File: src/rtl/noc_credit_pkt_buffer_if.sv
// Flit transport bundle for noc_credit_pkt_buffer.
//   noc_in_val / noc_in_dat   : credit-based ingress flit; noc_in_yummy returns one credit per pulse
//   noc_out_val / noc_out_rdy : val/rdy egress handshake
//   noc_out_dat               : egress flit
//   noc_out_hdr / noc_out_last: framing of the egress flit
// slave  : the buffer side (consumes ingress, produces egress)
// master : the environment side (upstream sender plus downstream sink)
interface noc_credit_pkt_buffer_if #(
  parameter int unsigned DATA_WIDTH = 64
) ();

  logic                  noc_in_val;
  logic [DATA_WIDTH-1:0] noc_in_dat;
  logic                  noc_in_yummy;
  logic                  noc_out_val;
  logic [DATA_WIDTH-1:0] noc_out_dat;
  logic                  noc_out_rdy;
  logic                  noc_out_hdr;
  logic                  noc_out_last;

  modport slave (
    input  noc_in_val,
    input  noc_in_dat,
    output noc_in_yummy,
    output noc_out_val,
    output noc_out_dat,
    input  noc_out_rdy,
    output noc_out_hdr,
    output noc_out_last
  );

  modport master (
    output noc_in_val,
    output noc_in_dat,
    input  noc_in_yummy,
    input  noc_out_val,
    input  noc_out_dat,
    output noc_out_rdy,
    input  noc_out_hdr,
    input  noc_out_last
  );

endinterface

File: src/rtl/noc_credit_pkt_buffer.sv
// Credit-to-val/rdy NoC flit buffer with packet framing.
// Accepts flits from a credit-based sender, stores up to DEPTH of them, and presents them on a
// val/rdy interface. Every pop returns one credit (registered yummy). A small FSM follows the head
// flit to mark headers and the last flit of each packet; packets may be longer than DEPTH.
// Ports:
//   clk          : clock, rising edge
//   rst_n        : synchronous active-low reset
//   noc          : flit bundle (slave modport)
//   occupancy    : flits currently buffered, 0..DEPTH
//   overflow_err : sticky; set when a flit arrives while full with no pop in the same cycle
module noc_credit_pkt_buffer #(
  parameter int unsigned DATA_WIDTH = 64,
  parameter int unsigned DEPTH      = 4,
  parameter int unsigned LEN_LSB    = 22,
  parameter int unsigned LEN_WIDTH  = 8
) (
  input  logic                     clk,
  input  logic                     rst_n,
  noc_credit_pkt_buffer_if.slave   noc,
  output logic [$clog2(DEPTH):0]   occupancy,
  output logic                     overflow_err
);

  localparam int unsigned PtrW = $clog2(DEPTH);
  localparam int unsigned CntW = PtrW + 1;

  localparam logic StHdr  = 1'b0;
  localparam logic StBody = 1'b1;

  logic [DATA_WIDTH-1:0] mem_q [DEPTH];
  logic [PtrW-1:0]       head_q, head_d;
  logic [PtrW-1:0]       tail_q, tail_d;
  logic [CntW-1:0]       occ_q, occ_d;
  logic                  state_q, state_d;
  logic [LEN_WIDTH-1:0]  rem_q, rem_d;
  logic                  ovf_q, ovf_d;
  logic                  yummy_q;

  logic                  full, empty, push, pop, drop;
  logic [DATA_WIDTH-1:0] head_flit;
  logic [LEN_WIDTH-1:0]  head_len;

  always_comb begin
    full      = (occ_q == CntW'(DEPTH));
    empty     = (occ_q == '0);
    pop       = !empty && noc.noc_out_rdy;
    // A pop frees a slot in the same cycle, so a full buffer can still accept.
    push      = noc.noc_in_val && (!full || pop);
    drop      = noc.noc_in_val && full && !pop;
    head_flit = mem_q[head_q];
    head_len  = head_flit[LEN_LSB +: LEN_WIDTH];
  end

  // Pointers, occupancy and error flag.
  always_comb begin
    head_d = head_q;
    tail_d = tail_q;
    occ_d  = occ_q;
    ovf_d  = ovf_q | drop;
    if (pop)  head_d = head_q + 1'b1;
    if (push) tail_d = tail_q + 1'b1;
    if (push && !pop) begin
      occ_d = occ_q + 1'b1;
    end else if (pop && !push) begin
      occ_d = occ_q - 1'b1;
    end
  end

  // Framing FSM: advances only on pops, so it is independent of how much is buffered.
  always_comb begin
    state_d = state_q;
    rem_d   = rem_q;
    if (pop) begin
      if (state_q == StHdr) begin
        if (head_len != '0) begin
          rem_d   = head_len;
          state_d = StBody;
        end
      end else begin
        rem_d = rem_q - 1'b1;
        if (rem_q == LEN_WIDTH'(1)) state_d = StHdr;
      end
    end
  end

  always_ff @(posedge clk) begin
    if (!rst_n) begin
      head_q  <= '0;
      tail_q  <= '0;
      occ_q   <= '0;
      state_q <= StHdr;
      rem_q   <= '0;
      ovf_q   <= 1'b0;
      yummy_q <= 1'b0;
    end else begin
      head_q  <= head_d;
      tail_q  <= tail_d;
      occ_q   <= occ_d;
      state_q <= state_d;
      rem_q   <= rem_d;
      ovf_q   <= ovf_d;
      yummy_q <= pop;
    end
  end

  // Storage is not reset; the pointers alone define what is valid.
  always_ff @(posedge clk) begin
    if (rst_n && push) mem_q[tail_q] <= noc.noc_in_dat;
  end

  always_comb begin
    noc.noc_in_yummy = yummy_q;
    noc.noc_out_val  = !empty;
    noc.noc_out_dat  = head_flit;
    noc.noc_out_hdr  = !empty && (state_q == StHdr);
    if (empty) begin
      noc.noc_out_last = 1'b0;
    end else if (state_q == StHdr) begin
      noc.noc_out_last = (head_len == '0);
    end else begin
      noc.noc_out_last = (rem_q == LEN_WIDTH'(1));
    end
    occupancy    = occ_q;
    overflow_err = ovf_q;
  end

endmodule
File: src/flat_wrapper.sv
// flat-port wrapper written by rule: the top's interface ports become plain ports
module noc_credit_pkt_buffer_flat 
#(
  parameter int unsigned DATA_WIDTH = 64,
  parameter int unsigned DEPTH      = 4,
  parameter int unsigned LEN_LSB    = 22,
  parameter int unsigned LEN_WIDTH  = 8
)
  (clk, rst_n, occupancy, overflow_err, noc_noc_in_val, noc_noc_in_dat, noc_noc_in_yummy, noc_noc_out_val, noc_noc_out_dat, noc_noc_out_rdy, noc_noc_out_hdr, noc_noc_out_last);
  noc_credit_pkt_buffer_if #(.DATA_WIDTH(DATA_WIDTH)) noc_i ();
  input  logic clk;
  input  logic rst_n;
  output logic [$clog2(DEPTH):0] occupancy;
  output logic overflow_err;
  input wire logic [$bits(noc_i.noc_in_val)-1:0] noc_noc_in_val;
  input wire logic [$bits(noc_i.noc_in_dat)-1:0] noc_noc_in_dat;
  output wire logic [$bits(noc_i.noc_in_yummy)-1:0] noc_noc_in_yummy;
  output wire logic [$bits(noc_i.noc_out_val)-1:0] noc_noc_out_val;
  output wire logic [$bits(noc_i.noc_out_dat)-1:0] noc_noc_out_dat;
  input wire logic [$bits(noc_i.noc_out_rdy)-1:0] noc_noc_out_rdy;
  output wire logic [$bits(noc_i.noc_out_hdr)-1:0] noc_noc_out_hdr;
  output wire logic [$bits(noc_i.noc_out_last)-1:0] noc_noc_out_last;
  assign noc_i.noc_in_val = noc_noc_in_val;
  assign noc_i.noc_in_dat = noc_noc_in_dat;
  assign noc_noc_in_yummy = noc_i.noc_in_yummy;
  assign noc_noc_out_val = noc_i.noc_out_val;
  assign noc_noc_out_dat = noc_i.noc_out_dat;
  assign noc_i.noc_out_rdy = noc_noc_out_rdy;
  assign noc_noc_out_hdr = noc_i.noc_out_hdr;
  assign noc_noc_out_last = noc_i.noc_out_last;
  noc_credit_pkt_buffer #(.DATA_WIDTH(DATA_WIDTH), .DEPTH(DEPTH), .LEN_LSB(LEN_LSB), .LEN_WIDTH(LEN_WIDTH)) u_core (.clk(clk), .rst_n(rst_n), .noc(noc_i), .occupancy(occupancy), .overflow_err(overflow_err));
endmodule
File: config.mk
export PLATFORM = sky130hd
export DESIGN_NAME = noc_credit_pkt_buffer_flat
export DESIGN_NICKNAME = d
export VERILOG_FILES = /design/src/rtl/noc_credit_pkt_buffer_if.sv /design/src/rtl/noc_credit_pkt_buffer.sv /design/src/flat_wrapper.sv
export SDC_FILE = /design/constraint.sdc
export NUM_CORES = 1
export LEC_CHECK = 0
export ABC_AREA = 1
export CELL_PAD_IN_SITES_DETAIL_PLACEMENT = 1
export CELL_PAD_IN_SITES_GLOBAL_PLACEMENT = 1
export CORE_MARGIN = 3
export CORE_UTILIZATION = 45
export DETAILED_ROUTE_END_ITERATION = 6
export GPL_TIMING_DRIVEN = 0
export PLACE_DENSITY_LB_ADDON = 0.25
export SETUP_SLACK_MARGIN = 0.5
export SYNTH_ARGS = -nofsm -noshare
export SYNTH_HDL_FRONTEND = slang
export SYNTH_SLANG_ARGS = --single-unit
File: constraint.sdc
create_clock -name clk -period 6.6 [get_ports clk]
set_input_delay 1.32 -clock clk [delete_from_list [all_inputs] [get_ports clk]]
set_output_delay 1.32 -clock clk [all_outputs]
set_load 0.1 [all_outputs]
==> out/metrics.json <==
{
  "postPlaceCellArea": {"value": 12640, "unit": "µm²"},
  "num-nets-final": {"value": 1069},
  "cts_stage_hold_buffer_count": {"value": 0},
  "synth_edf_count": {"value": 256},
  "buffer_ports.inserted": {"value": 139},
  "crit_family": {"value": "buffers and inverters"},
  "power-per-cell-area": {"value": 475.2, "unit": "nW/µm²"},
  "dpl_worst_slack": {"value": 2.088, "unit": "ns"},
  "synthArstFlopShare": {"value": 0, "unit": "%"},
  "outcome": {"value": "completed"},
  "post_route_cells_drive_above_1_share": {"value": 7.594, "unit": "%"},
  "critical-path-top-cell-by-count": {"value": "sky130_fd_sc_hd__clkbuf_1"},
  "first_global_vias": {"value": 7653},
  "critPathArrivalTime": {"value": 3.74, "unit": "ns"},
  "design_area_final": {"value": 13640, "unit": "µm²"},
  "clock_sinks": {"value": 276},
  "ant_nets": {"value": 0},
  "start_util": {"value": 46.37, "unit": "%"},
  "htree_levels": {"value": 1},
  "vias_per_cell": {"value": 5.326},
  "cts.path.max_buffers": {"value": 3},
  "yosys_register_bits": {"value": 276},
  "achievable-frequency": {"value": 197.5, "unit": "MHz"},
  "clkSlewWorstSetupHoldPaths": {"value": 0.06, "unit": "ns"},
  "max_cap_violations": {"value": 0},
  "synthFlopType": {"value": "sky130_fd_sc_hd__edfxtp_1"},
  "synth_sequential_area_ratio": {"value": 76.12, "unit": "%"},
  "core": {"value": 22920, "unit": "µm²"},
  "synthesis.nets": {"value": 890},
  "antenna_found_initial": {"value": 2},
  "skew": {"value": 0.01635, "unit": "ns"},
  "path_buf_inv": {"value": 4},
  "ctsRootBufferMaster": {"value": "sky130_fd_sc_hd__clkbuf_16"},
  "number_of_diodes": {"value": 0},
  "cts-resized-gates": {"value": 0},
  "cell_count_after_synthesis": {"value": 814},
  "synth_top_cells_by_area": {"value": "sky130_fd_sc_hd__edfxtp_1 (72%), sky130_fd_sc_hd__o21ai_0 (6.1%), sky130_fd_sc_hd__nor2_1 (5.0%), sky130_fd_sc_hd__dfxtp_1 (3.8%), sky130_fd_sc_hd__o22ai_1 (3.3%)"},
  "floorplan.die_area": {"value": 25490, "unit": "µm²"},
  "grt_setup_unrepaired": {"value": "no"},
  "power": {"value": 0.006480, "unit": "W"},
  "crit_path_start_kind": {"value": "register"},
  "timing.hold.worst_endpoint": {"value": "u_core.overflow_err"},
  "final_hold_viol_count": {"value": 0},
  "worst_slew_margin_rel": {"value": 29.71, "unit": "%"},
  "boundaryPins": {"value": 140},
  "period_minus_slack": {"value": 5.064, "unit": "ns"},
  "nature_of_the_critical_path_endpoint": {"value": "primary output"},
  "drt-pass1-iter-count": {"value": 5},
  "timing.setup.critical_path_class": {"value": "register to primary output"},
  "leakagePower": {"value": 4.683, "unit": "nW"},
  "yosys.cell_types.count": {"value": 23},
  "timing.hold.worst.class": {"value": "register to register"},
  "worstReg2RegStart": {"value": "u_core.occupancy[0]"},
  "number_of_rows_in_the_core_area": {"value": 55},
  "tightest_slew": {"value": 1.051, "unit": "ns"},
  "ys.warnings.count": {"value": 0},
  "crit_path_cell_trace": {"value": "buf_2 > clkbuf_1 > clkbuf_1 > o21ai_0 > o22ai_1 > clkdlybuf4s50_1"},
  "whs_path_depth": {"value": 2},
  "timing.reg2reg.setup_slack": {"value": 3.70, "unit": "ns"},
  "globalRoute.totalOverflow": {"value": 0},
  "timing.final.crit_share": {"value": 76.73, "unit": "%"},
  "die_h": {"value": 159.7, "unit": "µm"},
  "critical_path_required": {"value": 5.28, "unit": "ns"},
  "cts_setup_buffers": {"value": 0},
  "synth_area_per_cell": {"value": 13.05, "unit": "µm²"},
  "clkLatencyLatePin": {"value": 0.55, "unit": "ns"},
  "synth_top_area_share": {"value": 72.35, "unit": "%"},
  "slew_violations": {"value": 0},
  "crit_path_max_incr_delay": {"value": 1.22, "unit": "ns"},
  "min-delay-start": {"value": "u_core.overflow_err"},
  "detailroute.via_count": {"value": 7068},
  "wirelength": {"value": 27640, "unit": "µm"},
  "irDropWorstVdd": {"value": 0.4025, "unit": "mV"},
  "post-synth-top-count-cell": {"value": "sky130_fd_sc_hd__edfxtp_1"},
  "utilization": {"value": 59.51, "unit": "%"},
  "floorplan.die.width": {"value": 159.7, "unit": "µm"},
  "global_route.usage.total": {"value": 21.24, "unit": "%"},
  "fin_ws": {"value": 1.536, "unit": "ns"},
  "drt-initial-drc-count": {"value": 462},
  "remaining_drc_errors": {"value": 0},
  "cts_tree": {"value": "built"},
  "worstRegToRegCells": {"value": 6},
  "crit_path_top_delay_cell": {"value": "sky130_fd_sc_hd__clkdlybuf4s50_1"},
  "reg2reg_end": {"value": "u_core.mem_q[3][58]"},
  "post_synth_instance_area": {"value": 10630, "unit": "µm²"},
  "cts_made_buffers": {"value": 29},
  "place.detailed.hpwl": {"value": 17810, "unit": "µm"},
  "synthToLayoutAreaGrowth": {"value": 28.36, "unit": "%"},
  "post_drt_wl_per_cell": {"value": 20.83, "unit": "µm"},
  "grt_max_degree": {"value": 27},
  "finalSetupViolCount": {"value": 0},
  "gp_congestion": {"value": 0.7772},
  "critical_path_peak_fanout": {"value": 10},
  "yosys-top-cells-count": {"value": "sky130_fd_sc_hd__edfxtp_1 (256), sky130_fd_sc_hd__nor2_1 (141), sky130_fd_sc_hd__o21ai_0 (130)"},
  "grt_first_pass_wirelength": {"value": 42660, "unit": "µm"},
  "synth_top_cell_by_area": {"value": "sky130_fd_sc_hd__edfxtp_1"}
}
## metrics by stage
stage	TNS (ns)	hold WS, ns	std cells
final	0	0.4692	1327
after global routing	0	0.4867	1327
after CTS	0	0.4639	1327
after detailed placement	0	0.4525	1275
after global placement	-311.31	0.4430	1266
after floorplan	0	0.4356	814
## registers in the layout, indices dropped and copies added (netlist names), named ones only
| name | flops |
|---|---|
| u_core.rem_q | 8 |
| u_core.head_q | 2 |
| u_core.tail_q | 2 |
| u_core.mem_q | 256 |
| u_core.noc.noc_in_yummy | 1 |
| u_core.state_q | 1 |
| u_core.occupancy | 3 |
| u_core.overflow_err | 1 |
## worst min-delay path, stage by stage, from the launching register on
cell and delay, ns:
sky130_fd_sc_hd__dfxtp_1 0.31, sky130_fd_sc_hd__inv_1 0.05, sky130_fd_sc_hd__a21oi_1 0.06
## cell usage in the layout (no fill, tap or decap), types with 3 or more instances in the layout
cell type                           n
sky130_fd_sc_hd__a21oi_1           17
sky130_fd_sc_hd__buf_12             6
sky130_fd_sc_hd__buf_16             3
sky130_fd_sc_hd__buf_2              8
sky130_fd_sc_hd__buf_6              3
sky130_fd_sc_hd__bufinv_16          5
sky130_fd_sc_hd__clkbuf_1          39
sky130_fd_sc_hd__clkbuf_16         29
sky130_fd_sc_hd__clkdlybuf4s50_1  139
sky130_fd_sc_hd__clkinv_2           3
sky130_fd_sc_hd__clkinvlp_4         5
sky130_fd_sc_hd__dfxtp_1           20
sky130_fd_sc_hd__edfxtp_1         256
sky130_fd_sc_hd__ha_1               7
sky130_fd_sc_hd__inv_1             32
sky130_fd_sc_hd__inv_2              3
sky130_fd_sc_hd__nand2_1           70
sky130_fd_sc_hd__nand3_1           20
sky130_fd_sc_hd__nand3_2            3
sky130_fd_sc_hd__nand4_1            3
sky130_fd_sc_hd__nor2_1           137
sky130_fd_sc_hd__nor2_4             4
sky130_fd_sc_hd__o21ai_0          130
sky130_fd_sc_hd__o22ai_1           56
sky130_fd_sc_hd__xor2_1             3
## power by group
| group | internal (W) | switching [W] | total (W) |
|---|---|---|---|
| Sequential | 0.00202 | 0.0000519 | 0.00208 |
| Clock | 0.00101 | 0.000677 | 0.00169 |
| Combinational | 0.000601 | 0.00212 | 0.00272 |
| Total | 0.00363 | 0.00285 | 0.00648 |
## layer usage
metal / vias up / track usage [%] / share of wire [%]
met5: - / 0 / 0.098
met4: 4 / 5.054 / 1.6
met3: 36 / 4.150 / 5.3
met2: 176 / 37.25 / 51
met1: 3541 / 27.43 / 42
li1: 3311 / - / -
## cell type report
| cell class | count | area, µm² |
|---|---|---|
| fillers | 2267 | 9278 |
| plain buffers | 46 | 205.2 |
| multi-input cells | 457 | 2231 |
| well taps | 313 | 391.6 |
| flip-flops and latches | 276 | 8088 |
| repair buffers | 148 | 1594 |
| clock buffers | 33 | 740.7 |
| clock inverters | 19 | 256.5 |
| inverters | 35 | 131.4 |
## worst max-delay path by stage
stage | from | to | cells after the start
6_report | register | noc_noc_out_dat[35] | 6
4_1_cts | register | noc_noc_out_dat[35] | 6
2_1_floorplan | noc_noc_out_rdy | u_core.mem_q[0][0] | 4
3_5_place_dp | register | noc_noc_out_dat[33] | 6
3_3_place_gp | noc_noc_out_rdy | u_core.mem_q[0][47] | 5
5_1_grt | register | noc_noc_out_dat[35] | 6
## cell families after synthesis
logic type      share of synthesized area [%]
flops                                   76.12
fa+ha+maj                               1.013
compound gates                          10.41
xor+xnor                               0.2473
simple gates                            9.044
buf+inv                                 3.168
No activity file was read; power rests on OpenSTA's default activity.
